$ cat src/rtl/mem_access_xbar_n_pkg.sv
// Shared types and helpers for the N-initiator memory access crossbar.
// Holds FSM state encodings, response status codes and the burst length decoder.
package mai_pkg;

  typedef enum logic [1:0] {
    W_IDLE = 2'b00,
    W_REQ  = 2'b01,
    W_DATA = 2'b10
  } wr_state_e;

  typedef enum logic {
    R_IDLE = 1'b0,
    R_HOLD = 1'b1
  } rd_state_e;

  localparam logic [1:0] ST_OKAY   = 2'b00;
  localparam logic [1:0] ST_EXOKAY = 2'b01;
  localparam logic [1:0] ST_SLVERR = 2'b10;
  localparam logic [1:0] ST_DECERR = 2'b11;

  // Burst length code to beat count: 2^len.
  function automatic logic [8:0] len2beats(input logic [2:0] len);
    return 9'd1 << len;
  endfunction

endpackage

$ cat src/rtl/mem_access_xbar_n_qos_rr_arbiter.sv
// QoS-priority arbiter with round-robin tie-break among equal-QoS requesters.
// The pointer moves to winner+1 whenever an advance strobe coincides with a valid request.
module qos_rr_arbiter #(
  parameter int NUM_M = 2,
  parameter int QOS_W = 4,
  parameter int IDX_W = (NUM_M > 1) ? $clog2(NUM_M) : 1
) (
  input  logic                   clk,
  input  logic                   resetn,
  input  logic [NUM_M-1:0]       i_valid,
  input  logic [NUM_M*QOS_W-1:0] i_qos,
  input  logic                   i_advance,
  output logic [NUM_M-1:0]       o_gnt,
  output logic [IDX_W-1:0]       o_gnt_idx,
  output logic                   o_any_valid
);

  logic [IDX_W-1:0] r_ptr;
  logic [IDX_W-1:0] w_best;
  logic [IDX_W-1:0] w_next;
  logic [QOS_W-1:0] w_best_qos;
  logic             w_found;
  int               w_best_dist;

  // Distance of index m from the pointer, walking upward with wrap.
  function automatic int rr_dist(input int m, input int ptr);
    return (m + NUM_M - ptr) % NUM_M;
  endfunction

  // Highest QoS wins; equal QoS resolved by the smallest distance from the pointer.
  always_comb begin
    w_found     = 1'b0;
    w_best      = '0;
    w_best_qos  = '0;
    w_best_dist = 0;
    for (int m = 0; m < NUM_M; m++) begin
      if (i_valid[m] &&
          (!w_found ||
           (i_qos[m*QOS_W +: QOS_W] > w_best_qos) ||
           ((i_qos[m*QOS_W +: QOS_W] == w_best_qos) &&
            (rr_dist(m, int'(r_ptr)) < w_best_dist)))) begin
        w_found     = 1'b1;
        w_best      = IDX_W'(m);
        w_best_qos  = i_qos[m*QOS_W +: QOS_W];
        w_best_dist = rr_dist(m, int'(r_ptr));
      end else begin
        w_found = w_found;
      end
    end
    for (int m = 0; m < NUM_M; m++) begin
      o_gnt[m] = w_found && (w_best == IDX_W'(m));
    end
    w_next      = (int'(w_best) == NUM_M - 1) ? '0 : w_best + IDX_W'(1);
    o_gnt_idx   = w_best;
    o_any_valid = w_found;
  end

  // Round-robin pointer update on each grant.
  always_ff @(posedge clk or negedge resetn) begin
    if (!resetn) begin
      r_ptr <= '0;
    end else if (i_advance && w_found) begin
      r_ptr <= w_next;
    end else begin
      r_ptr <= r_ptr;
    end
  end

endmodule

$ cat src/rtl/mem_access_xbar_n.sv
// N-initiator memory access crossbar onto a single MAC port.
// Independent write and read request paths; read responses are routed back by ID.
module mem_access_xbar_n
  import mai_pkg::*;
#(
  parameter int NUM_M  = 2,
  parameter int ADDR_W = 32,
  parameter int DATA_W = 32,
  parameter int TAG_W  = 4,
  parameter int QOS_W  = 4,
  parameter int LEN_W  = 2,
  parameter int ID_W   = 3
) (
  input  logic                          clk,
  input  logic                          resetn,
  input  logic [NUM_M-1:0]              iValidWr,
  input  logic [NUM_M*ADDR_W-1:0]       iAddrWr,
  input  logic [NUM_M*TAG_W-1:0]        iTagWr,
  input  logic [NUM_M*LEN_W-1:0]        iLenWr,
  input  logic [NUM_M*QOS_W-1:0]        iQoSWr,
  output logic [NUM_M-1:0]              oReadyWr,
  input  logic [NUM_M-1:0]              iDataValidWr,
  input  logic [NUM_M*DATA_W-1:0]       iDataWr,
  input  logic [NUM_M*(DATA_W/8)-1:0]   iMaskWr,
  input  logic [NUM_M-1:0]              iEoD,
  output logic [NUM_M-1:0]              oDataReadyWr,
  input  logic [NUM_M-1:0]              iValidRd,
  input  logic [NUM_M*ADDR_W-1:0]       iAddrRd,
  input  logic [NUM_M*TAG_W-1:0]        iTagRd,
  input  logic [NUM_M*LEN_W-1:0]        iLenRd,
  input  logic [NUM_M*QOS_W-1:0]        iQoSRd,
  output logic [NUM_M-1:0]              oReadyRd,
  output logic [NUM_M-1:0]              oValidRsp,
  output logic [TAG_W-1:0]              oTagRsp,
  output logic [DATA_W-1:0]             oDataRsp,
  output logic [1:0]                    oStatusRsp,
  output logic                          oEoDRsp,
  input  logic [NUM_M-1:0]              iReadyRsp,
  output logic                          oMAC_ValidWr,
  output logic [ADDR_W-1:0]             oMAC_AddrWr,
  output logic [TAG_W-1:0]              oMAC_TagWr,
  output logic [ID_W-1:0]               oMAC_IdWr,
  output logic [LEN_W-1:0]              oMAC_LenWr,
  output logic [QOS_W-1:0]              oMAC_QoSWr,
  input  logic                          iMAC_ReadyWr,
  output logic                          oMAC_DataValid,
  output logic [DATA_W-1:0]             oMAC_DataWr,
  output logic [DATA_W/8-1:0]           oMAC_MaskWr,
  output logic                          oMAC_EoD,
  input  logic                          iMAC_DataReady,
  output logic                          oMAC_ValidRd,
  output logic [ADDR_W-1:0]             oMAC_AddrRd,
  output logic [TAG_W-1:0]              oMAC_TagRd,
  output logic [ID_W-1:0]               oMAC_IdRd,
  output logic [LEN_W-1:0]              oMAC_LenRd,
  output logic [QOS_W-1:0]              oMAC_QoSRd,
  input  logic                          iMAC_ReadyRd,
  input  logic                          iMAC_ValidRsp,
  input  logic [ID_W-1:0]               iMAC_IdRsp,
  input  logic [TAG_W-1:0]              iMAC_TagRsp,
  input  logic [DATA_W-1:0]             iMAC_DataRsp,
  input  logic [1:0]                    iMAC_StatusRsp,
  input  logic                          iMAC_EoD,
  output logic                          oMAC_ReadyRsp,
  output logic [1:0]                    oErr
);

  localparam int MASK_W = DATA_W / 8;
  localparam int IDX_W  = (NUM_M > 1) ? $clog2(NUM_M) : 1;
  localparam logic [ID_W:0] NUM_M_V = (ID_W+1)'(NUM_M);

  wr_state_e          r_wstate;
  rd_state_e          r_rstate;
  logic [NUM_M-1:0]   r_ready_wr, r_ready_rd;
  logic               r_valid_wr, r_valid_rd;
  logic [ADDR_W-1:0]  r_addr_wr, r_addr_rd;
  logic [TAG_W-1:0]   r_tag_wr, r_tag_rd;
  logic [ID_W-1:0]    r_id_wr, r_id_rd;
  logic [LEN_W-1:0]   r_len_wr, r_len_rd;
  logic [QOS_W-1:0]   r_qos_wr, r_qos_rd;
  logic [8:0]         r_beats;
  logic               r_err_eod, r_err_id;

  logic [NUM_M-1:0]   w_wgnt, w_rgnt, w_sel;
  logic [IDX_W-1:0]   w_wgidx, w_rgidx;
  logic               w_wany, w_rany;
  logic [ADDR_W-1:0]  w_waddr, w_raddr;
  logic [TAG_W-1:0]   w_wtag, w_rtag;
  logic [LEN_W-1:0]   w_wlen, w_rlen;
  logic [QOS_W-1:0]   w_wqos, w_rqos;
  logic               w_in_data, w_last, w_dv, w_eod_in, w_beat;
  logic [DATA_W-1:0]  w_data;
  logic [MASK_W-1:0]  w_mask;
  logic               w_id_ok, w_rsp_rdy;

  qos_rr_arbiter #(.NUM_M(NUM_M), .QOS_W(QOS_W), .IDX_W(IDX_W)) u_arb_wr (
    .clk(clk), .resetn(resetn), .i_valid(iValidWr), .i_qos(iQoSWr),
    .i_advance(r_wstate == W_IDLE),
    .o_gnt(w_wgnt), .o_gnt_idx(w_wgidx), .o_any_valid(w_wany)
  );

  qos_rr_arbiter #(.NUM_M(NUM_M), .QOS_W(QOS_W), .IDX_W(IDX_W)) u_arb_rd (
    .clk(clk), .resetn(resetn), .i_valid(iValidRd), .i_qos(iQoSRd),
    .i_advance(r_rstate == R_IDLE),
    .o_gnt(w_rgnt), .o_gnt_idx(w_rgidx), .o_any_valid(w_rany)
  );

  // AND-OR muxes: winner request fields and locked-initiator write data.
  always_comb begin
    w_waddr = '0; w_wtag = '0; w_wlen = '0; w_wqos = '0;
    w_raddr = '0; w_rtag = '0; w_rlen = '0; w_rqos = '0;
    w_dv = 1'b0; w_eod_in = 1'b0; w_data = '0; w_mask = '0;
    for (int m = 0; m < NUM_M; m++) begin
      w_sel[m] = (r_id_wr == ID_W'(m));
      w_waddr  = w_waddr | ({ADDR_W{w_wgnt[m]}} & iAddrWr[m*ADDR_W +: ADDR_W]);
      w_wtag   = w_wtag  | ({TAG_W{w_wgnt[m]}}  & iTagWr[m*TAG_W +: TAG_W]);
      w_wlen   = w_wlen  | ({LEN_W{w_wgnt[m]}}  & iLenWr[m*LEN_W +: LEN_W]);
      w_wqos   = w_wqos  | ({QOS_W{w_wgnt[m]}}  & iQoSWr[m*QOS_W +: QOS_W]);
      w_raddr  = w_raddr | ({ADDR_W{w_rgnt[m]}} & iAddrRd[m*ADDR_W +: ADDR_W]);
      w_rtag   = w_rtag  | ({TAG_W{w_rgnt[m]}}  & iTagRd[m*TAG_W +: TAG_W]);
      w_rlen   = w_rlen  | ({LEN_W{w_rgnt[m]}}  & iLenRd[m*LEN_W +: LEN_W]);
      w_rqos   = w_rqos  | ({QOS_W{w_rgnt[m]}}  & iQoSRd[m*QOS_W +: QOS_W]);
      w_dv     = w_dv     | (w_sel[m] & iDataValidWr[m]);
      w_eod_in = w_eod_in | (w_sel[m] & iEoD[m]);
      w_data   = w_data | ({DATA_W{w_sel[m]}} & iDataWr[m*DATA_W +: DATA_W]);
      w_mask   = w_mask | ({MASK_W{w_sel[m]}} & iMaskWr[m*MASK_W +: MASK_W]);
    end
    w_in_data = (r_wstate == W_DATA);
    w_last    = (r_beats == 9'd1);
    w_beat    = w_in_data && w_dv && iMAC_DataReady;
  end

  // Write path FSM: arbitrate, hold request, then count burst beats.
  always_ff @(posedge clk or negedge resetn) begin
    if (!resetn) begin
      r_wstate   <= W_IDLE;
      r_ready_wr <= '0;
      r_valid_wr <= 1'b0;
      r_addr_wr  <= '0;
      r_tag_wr   <= '0;
      r_id_wr    <= '0;
      r_len_wr   <= '0;
      r_qos_wr   <= '0;
      r_beats    <= '0;
      r_err_eod  <= 1'b0;
    end else begin
      r_ready_wr <= '0;
      case (r_wstate)
        W_IDLE: begin
          if (w_wany) begin
            r_valid_wr <= 1'b1;
            r_addr_wr  <= w_waddr;
            r_tag_wr   <= w_wtag;
            r_id_wr    <= ID_W'(w_wgidx);
            r_len_wr   <= w_wlen;
            r_qos_wr   <= w_wqos;
            r_ready_wr <= w_wgnt;
            r_wstate   <= W_REQ;
          end
        end
        W_REQ: begin
          if (iMAC_ReadyWr) begin
            r_valid_wr <= 1'b0;
            r_beats    <= len2beats(3'(r_len_wr));
            r_wstate   <= W_DATA;
          end
        end
        W_DATA: begin
          if (w_beat) begin
            if (w_eod_in != w_last) begin
              r_err_eod <= 1'b1;
            end
            r_beats <= r_beats - 9'd1;
            if (w_last) begin
              r_wstate <= W_IDLE;
            end
          end
        end
        default: r_wstate <= W_IDLE;
      endcase
    end
  end

  // Read path FSM: arbitrate, then hold the request until the MAC takes it.
  always_ff @(posedge clk or negedge resetn) begin
    if (!resetn) begin
      r_rstate   <= R_IDLE;
      r_ready_rd <= '0;
      r_valid_rd <= 1'b0;
      r_addr_rd  <= '0;
      r_tag_rd   <= '0;
      r_id_rd    <= '0;
      r_len_rd   <= '0;
      r_qos_rd   <= '0;
    end else begin
      r_ready_rd <= '0;
      case (r_rstate)
        R_IDLE: begin
          if (w_rany) begin
            r_valid_rd <= 1'b1;
            r_addr_rd  <= w_raddr;
            r_tag_rd   <= w_rtag;
            r_id_rd    <= ID_W'(w_rgidx);
            r_len_rd   <= w_rlen;
            r_qos_rd   <= w_rqos;
            r_ready_rd <= w_rgnt;
            r_rstate   <= R_HOLD;
          end
        end
        R_HOLD: begin
          if (iMAC_ReadyRd) begin
            r_valid_rd <= 1'b0;
            r_rstate   <= R_IDLE;
          end
        end
        default: r_rstate <= R_IDLE;
      endcase
    end
  end

  // Response routing; out-of-range IDs are drained so the MAC never stalls.
  always_comb begin
    w_rsp_rdy = 1'b0;
    for (int m = 0; m < NUM_M; m++) begin
      oValidRsp[m]  = iMAC_ValidRsp && (iMAC_IdRsp == ID_W'(m));
      w_rsp_rdy     = w_rsp_rdy | ((iMAC_IdRsp == ID_W'(m)) & iReadyRsp[m]);
    end
    w_id_ok = ({1'b0, iMAC_IdRsp} < NUM_M_V);
    if (w_id_ok) begin
      oMAC_ReadyRsp = w_rsp_rdy;
    end else begin
      oMAC_ReadyRsp = 1'b1;
    end
  end

  // Sticky flag for responses carrying an unknown initiator ID.
  always_ff @(posedge clk or negedge resetn) begin
    if (!resetn) begin
      r_err_id <= 1'b0;
    end else if (iMAC_ValidRsp && !w_id_ok) begin
      r_err_id <= 1'b1;
    end else begin
      r_err_id <= r_err_id;
    end
  end

  assign oReadyWr       = r_ready_wr;
  assign oMAC_ValidWr   = r_valid_wr;
  assign oMAC_AddrWr    = r_addr_wr;
  assign oMAC_TagWr     = r_tag_wr;
  assign oMAC_IdWr      = r_id_wr;
  assign oMAC_LenWr     = r_len_wr;
  assign oMAC_QoSWr     = r_qos_wr;
  assign oMAC_DataValid = w_in_data & w_dv;
  assign oMAC_DataWr    = w_data;
  assign oMAC_MaskWr    = w_mask;
  assign oMAC_EoD       = w_in_data & w_last;
  assign oDataReadyWr   = {NUM_M{w_in_data & iMAC_DataReady}} & w_sel;
  assign oReadyRd       = r_ready_rd;
  assign oMAC_ValidRd   = r_valid_rd;
  assign oMAC_AddrRd    = r_addr_rd;
  assign oMAC_TagRd     = r_tag_rd;
  assign oMAC_IdRd      = r_id_rd;
  assign oMAC_LenRd     = r_len_rd;
  assign oMAC_QoSRd     = r_qos_rd;
  assign oTagRsp        = iMAC_TagRsp;
  assign oDataRsp       = iMAC_DataRsp;
  assign oStatusRsp     = iMAC_StatusRsp;
  assign oEoDRsp        = iMAC_EoD;
  assign oErr           = {r_err_id, r_err_eod};

endmodule
$ cat config.mk
export PLATFORM = sky130hd
export DESIGN_NAME = mem_access_xbar_n
export DESIGN_NICKNAME = d
export VERILOG_FILES = /design/src/rtl/mem_access_xbar_n_pkg.sv /design/src/rtl/mem_access_xbar_n_qos_rr_arbiter.sv /design/src/rtl/mem_access_xbar_n.sv
export SDC_FILE = /design/constraint.sdc
export NUM_CORES = 1
export LEC_CHECK = 0
export BUFFER_PORTS_ARGS = -buffer_cell sky130_fd_sc_hd__buf_4
export CORE_AREA = 3 3 185 187
export DETAILED_ROUTE_END_ITERATION = 16
export DIE_AREA = 0 0 188 190
export PLACE_DENSITY = 0.52
export SKIP_CTS_REPAIR_TIMING = 1
export SYNTH_ARGS = -nofsm -noshare
export SYNTH_HDL_FRONTEND = slang
export SYNTH_SLANG_ARGS = --single-unit
$ cat constraint.sdc
create_clock -name clk -period 3.4 [get_ports clk]
set_input_delay 0.68 -clock clk [delete_from_list [all_inputs] [get_ports clk]]
set_output_delay 0.68 -clock clk [all_outputs]
set_load 0.005 [all_outputs]
==> flow_metrics.py <==
metrics = {
    "finish": {
        "fin_util": 0.317,
        "design_area_sq_um": 10300,
        "finalNetCount": 1395,
        "synthToLayoutAreaGrowth_pct": 48.9,
        "drive_above_1_share": 0.435,
    },
    "setup_path": {
        "worstPathCellList": "buf_4, mux2_2, buf_4",
        "required_ns": 2.72,
        "slowest_stage": "dfrtp_2",
        "crit_path_max_incr_delay_ns": 0.77,
        "crit_top_cell": "buf_4",
        "start_kind": "flop",
        "cp.arrival_ns": 2.02,
        "setup.worst_path.end": "oMAC_DataWr[30]",
        "worst_setup_path_end_kind": "output pin",
        "crit_type": "flop to output pin",
        "critPathBufInv": 2,
        "ff2ff_path_depth": 5,
        "path_depth": 3,
        "critical-path-top-delay-family": "flip-flops",
        "timing.rr.start": "oMAC_IdWr[0]$_DFFE_PN0P_",
        "reg2reg_slack_ns": 1.19,
        "crit_path_start": "oMAC_IdWr[0]$_DFFE_PN0P_",
        "crit_fanout": 28,
        "reg2reg_to": "r_beats[8]$_DFFE_PN0P_",
    },
    "sta": {
        "timing.setup.tns_ns": 0,
        "slew_headroom": 0.231,
        "hold_viol": 0,
        "finalMaxSlewViolations": 0,
        "min_period_ns": 2.70,
        "clock.fmax_mhz": 370,
        "rsz0062_at_grt": "no",
        "setup_slack_ns": 0.700,
        "skew_ns": 0.0154,
        "min_period_over_period": 0.794,
        "setup_viol": 0,
        "worstMarginPinSlew_ns": 1.15,
    },
    "global_routing": {
        "antenna_found_initial": 2,
        "grt_remaining_overflow": 0,
        "grt_pass1_wl_um": 44600,
        "grt_max_degree": 56,
        "grt_pass1_vias": 7336,
        "grt_usage": 0.160,
    },
    "run_status": {
        "outcome": "finished clean",
    },
    "clock_network": {
        "clk_latency_ns": 0.36,
        "cts_made_buffers": 9,
        "clockBufferDepth": 2,
        "clkSinkCount": 108,
        "cts_tree": "built",
        "clk_pin_slew_ns": 0.09,
        "root_buffer": "clkbuf_16",
        "h-tree-depth": 3,
    },
    "floorplan": {
        "core_area_sq_um": 32600,
        "rows": 66,
        "die_h_um": 190,
        "initial_core_util": 0.213,
        "die-area_sq_um": 35700,
        "num_io_pins": 478,
        "fp.dieW_um": 188,
    },
    "synthesis": {
        "synth_edf_count": 0,
        "netlist_area_sq_um": 6950,
        "ys_types": 51,
        "ys_ff_latch": 108,
        "async_reset_ff_frac": 1.00,
        "syn_area_per_cell_sq_um": 9.06,
        "synth_ff_type": "dfrtp_1",
        "yosys_warnings": 0,
        "synth.yosys.seq_area_share": 0.389,
        "synth_cells": 767,
    },
    "worst_hold_path": {
        "hold_class": "input port to async pin",
    },
    "routing": {
        "firstDrtPassIters": 5,
        "num_vias": 7340,
        "wl_per_cell_um": 19.7,
        "drtIter0Drc": 396,
        "via_per_inst": 4.78,
        "drc_errors": 0,
        "wl_um": 30300,
        "drtAntennaViolNets": 0,
    },
    "placed_design": {
        "place_area_sq_um": 10000,
        "dp_slack_ns": 0.327,
        "hpwlAfterDp_um": 22800,
        "io_buffers": 395,
        "place_congestion": 0.791,
    },
    "pwr": {
        "p_per_area_nw_per_um2": 664,
        "total_leakage_power_nw": 4.80,
        "peakVddDrop_uv": 218,
        "power_mw": 6.86,
    },
    "flow_run": {
        "drv_cap": 0,
    },
}
how the worst min path moves through the flow:
stage | endpoint | startpoint
2_1_floorplan | oMAC_AddrRd[0]$_DFFE_PN0P_ | resetn
3_3_place_gp | r_err_id$_DFFE_PN0P_ | r_err_id$_DFFE_PN0P_
3_5_place_dp | r_beats[8]$_DFFE_PN0P_ | r_beats[8]$_DFFE_PN0P_
4_1_cts | oMAC_TagRd[1]$_DFFE_PN0P_ | resetn
5_1_grt | oMAC_TagRd[1]$_DFFE_PN0P_ | resetn
6_report | oMAC_TagRd[1]$_DFFE_PN0P_ | resetn
per-stage QoR:
stage,std cells,hold slack (ns)
after floorplan,770,0.384
after global placement,1518,0.457
after detailed placement,1518,0.456
after CTS,1534,0.338
after global routing,1534,0.361
final,1535,0.326
cell families (layout without fill, tap and decap cells):
kind of cell | count (synthesis) | after routing | share of synthesized area
adder cells (fa/ha/maj) | 10 | 10 | 0.0180
multiplexers | 39 | 39 | 0.0627
buffers and inverters | 115 | 437 | 0.0937
flip-flops | 108 | 108 | 0.389
XOR/XNOR | 4 | 4 | 0.00504
other | 1 | 5 | 0.000540
AND/OR/NAND/NOR | 206 | 206 | 0.141
AO/OA/AOI/OAI | 284 | 284 | 0.290
area by class of cell:
class,instances,area [sq um]
diodes,1,2.50
clock buffers,9,225
clock inverters,7,68.8
fillers,3457,22300
inverters,8,30.0
multi-input cells,547,3620
flip-flops and latches,108,2700
well taps,442,553
repair buffers,413,3140
cells in the final DEF, fill, tap and decap left out, types with 2 or more instances in the layout:
| master | Yosys | layout |
|---|---|---|
| a31oi_1 | 3 | 3 |
| a221o_1 | 80 | 80 |
| clkbuf_16 | 0 | 9 |
| o311ai_1 | 3 | 3 |
| nand4_1 | 4 | 4 |
| inv_1 | 7 | 7 |
| nand3_1 | 5 | 5 |
| a21oi_1 | 48 | 48 |
| nor2b_1 | 39 | 39 |
| o21bai_1 | 2 | 2 |
| a21o_1 | 3 | 3 |
| or3_1 | 3 | 3 |
| mux2i_1 | 3 | 3 |
| a22oi_1 | 42 | 42 |
| buf_4 | 46 | 410 |
| nor2_1 | 31 | 29 |
| mux2_2 | 36 | 36 |
| and3_1 | 3 | 3 |
| buf_12 | 0 | 3 |
| nand2b_1 | 6 | 6 |
| o21ai_0 | 88 | 88 |
| ha_1 | 10 | 10 |
| and2_1 | 5 | 5 |
| nand2_1 | 97 | 97 |
| dfrtp_1 | 108 | 107 |
| nor3_1 | 5 | 5 |
| o21ai_1 | 2 | 2 |
| xnor2_1 | 4 | 4 |
| conb_1 | 1 | 4 |
| inv_8 | 0 | 2 |
registers in the layout, summed over array words and instances, names as in the netlist, 2 cells and up:
| signal | flops |
|---|---|
| oMAC_AddrRd | 32 |
| oMAC_AddrWr | 32 |
| r_beats | 9 |
| oMAC_QoSRd | 4 |
| oMAC_QoSWr | 4 |
| oMAC_TagRd | 4 |
| oMAC_TagWr | 4 |
| oMAC_LenRd | 2 |
| oMAC_LenWr | 2 |
| oReadyRd | 2 |
| oReadyWr | 2 |
| r_wstate | 2 |
synthesized netlist by cell type (all sizes together) (6+ instances only):
| cell | number | area (sq um) |
|---|---|---|
| nand2 | 97 | 364 |
| nor2 | 31 | 116 |
| mux2 | 36 | 405 |
| nand2b | 6 | 37.5 |
| clkbuf | 44 | 165 |
| inv | 8 | 30.0 |
| ha | 10 | 125 |
| dfrtp | 108 | 2700 |
| nor2b | 39 | 244 |
| a21oi | 50 | 258 |
| a221o | 80 | 801 |
| o21ai | 90 | 450 |
| buf | 63 | 455 |
| a22oi | 42 | 315 |
where the power goes:
group | internal [mW] | switching (mW) | leakage (nW)
Sequential | 1.78 | 0.487 | 1.29
Clock | 0.520 | 0.578 | 0.143
Combinational | 1.91 | 1.59 | 3.37
routing by layer:
layer  track usage  routed length [um]  vias to the layer above  share of wire
met2         0.288               15700                      325           0.52
met1         0.179               11300                     3539           0.37
met5             0                  20                        -        0.00066
met4        0.0641                1110                        2          0.036
met3        0.0416                2170                       51          0.072
li1              -                   -                     3423              -
Note: power is estimated with default switching activity, not from simulation.
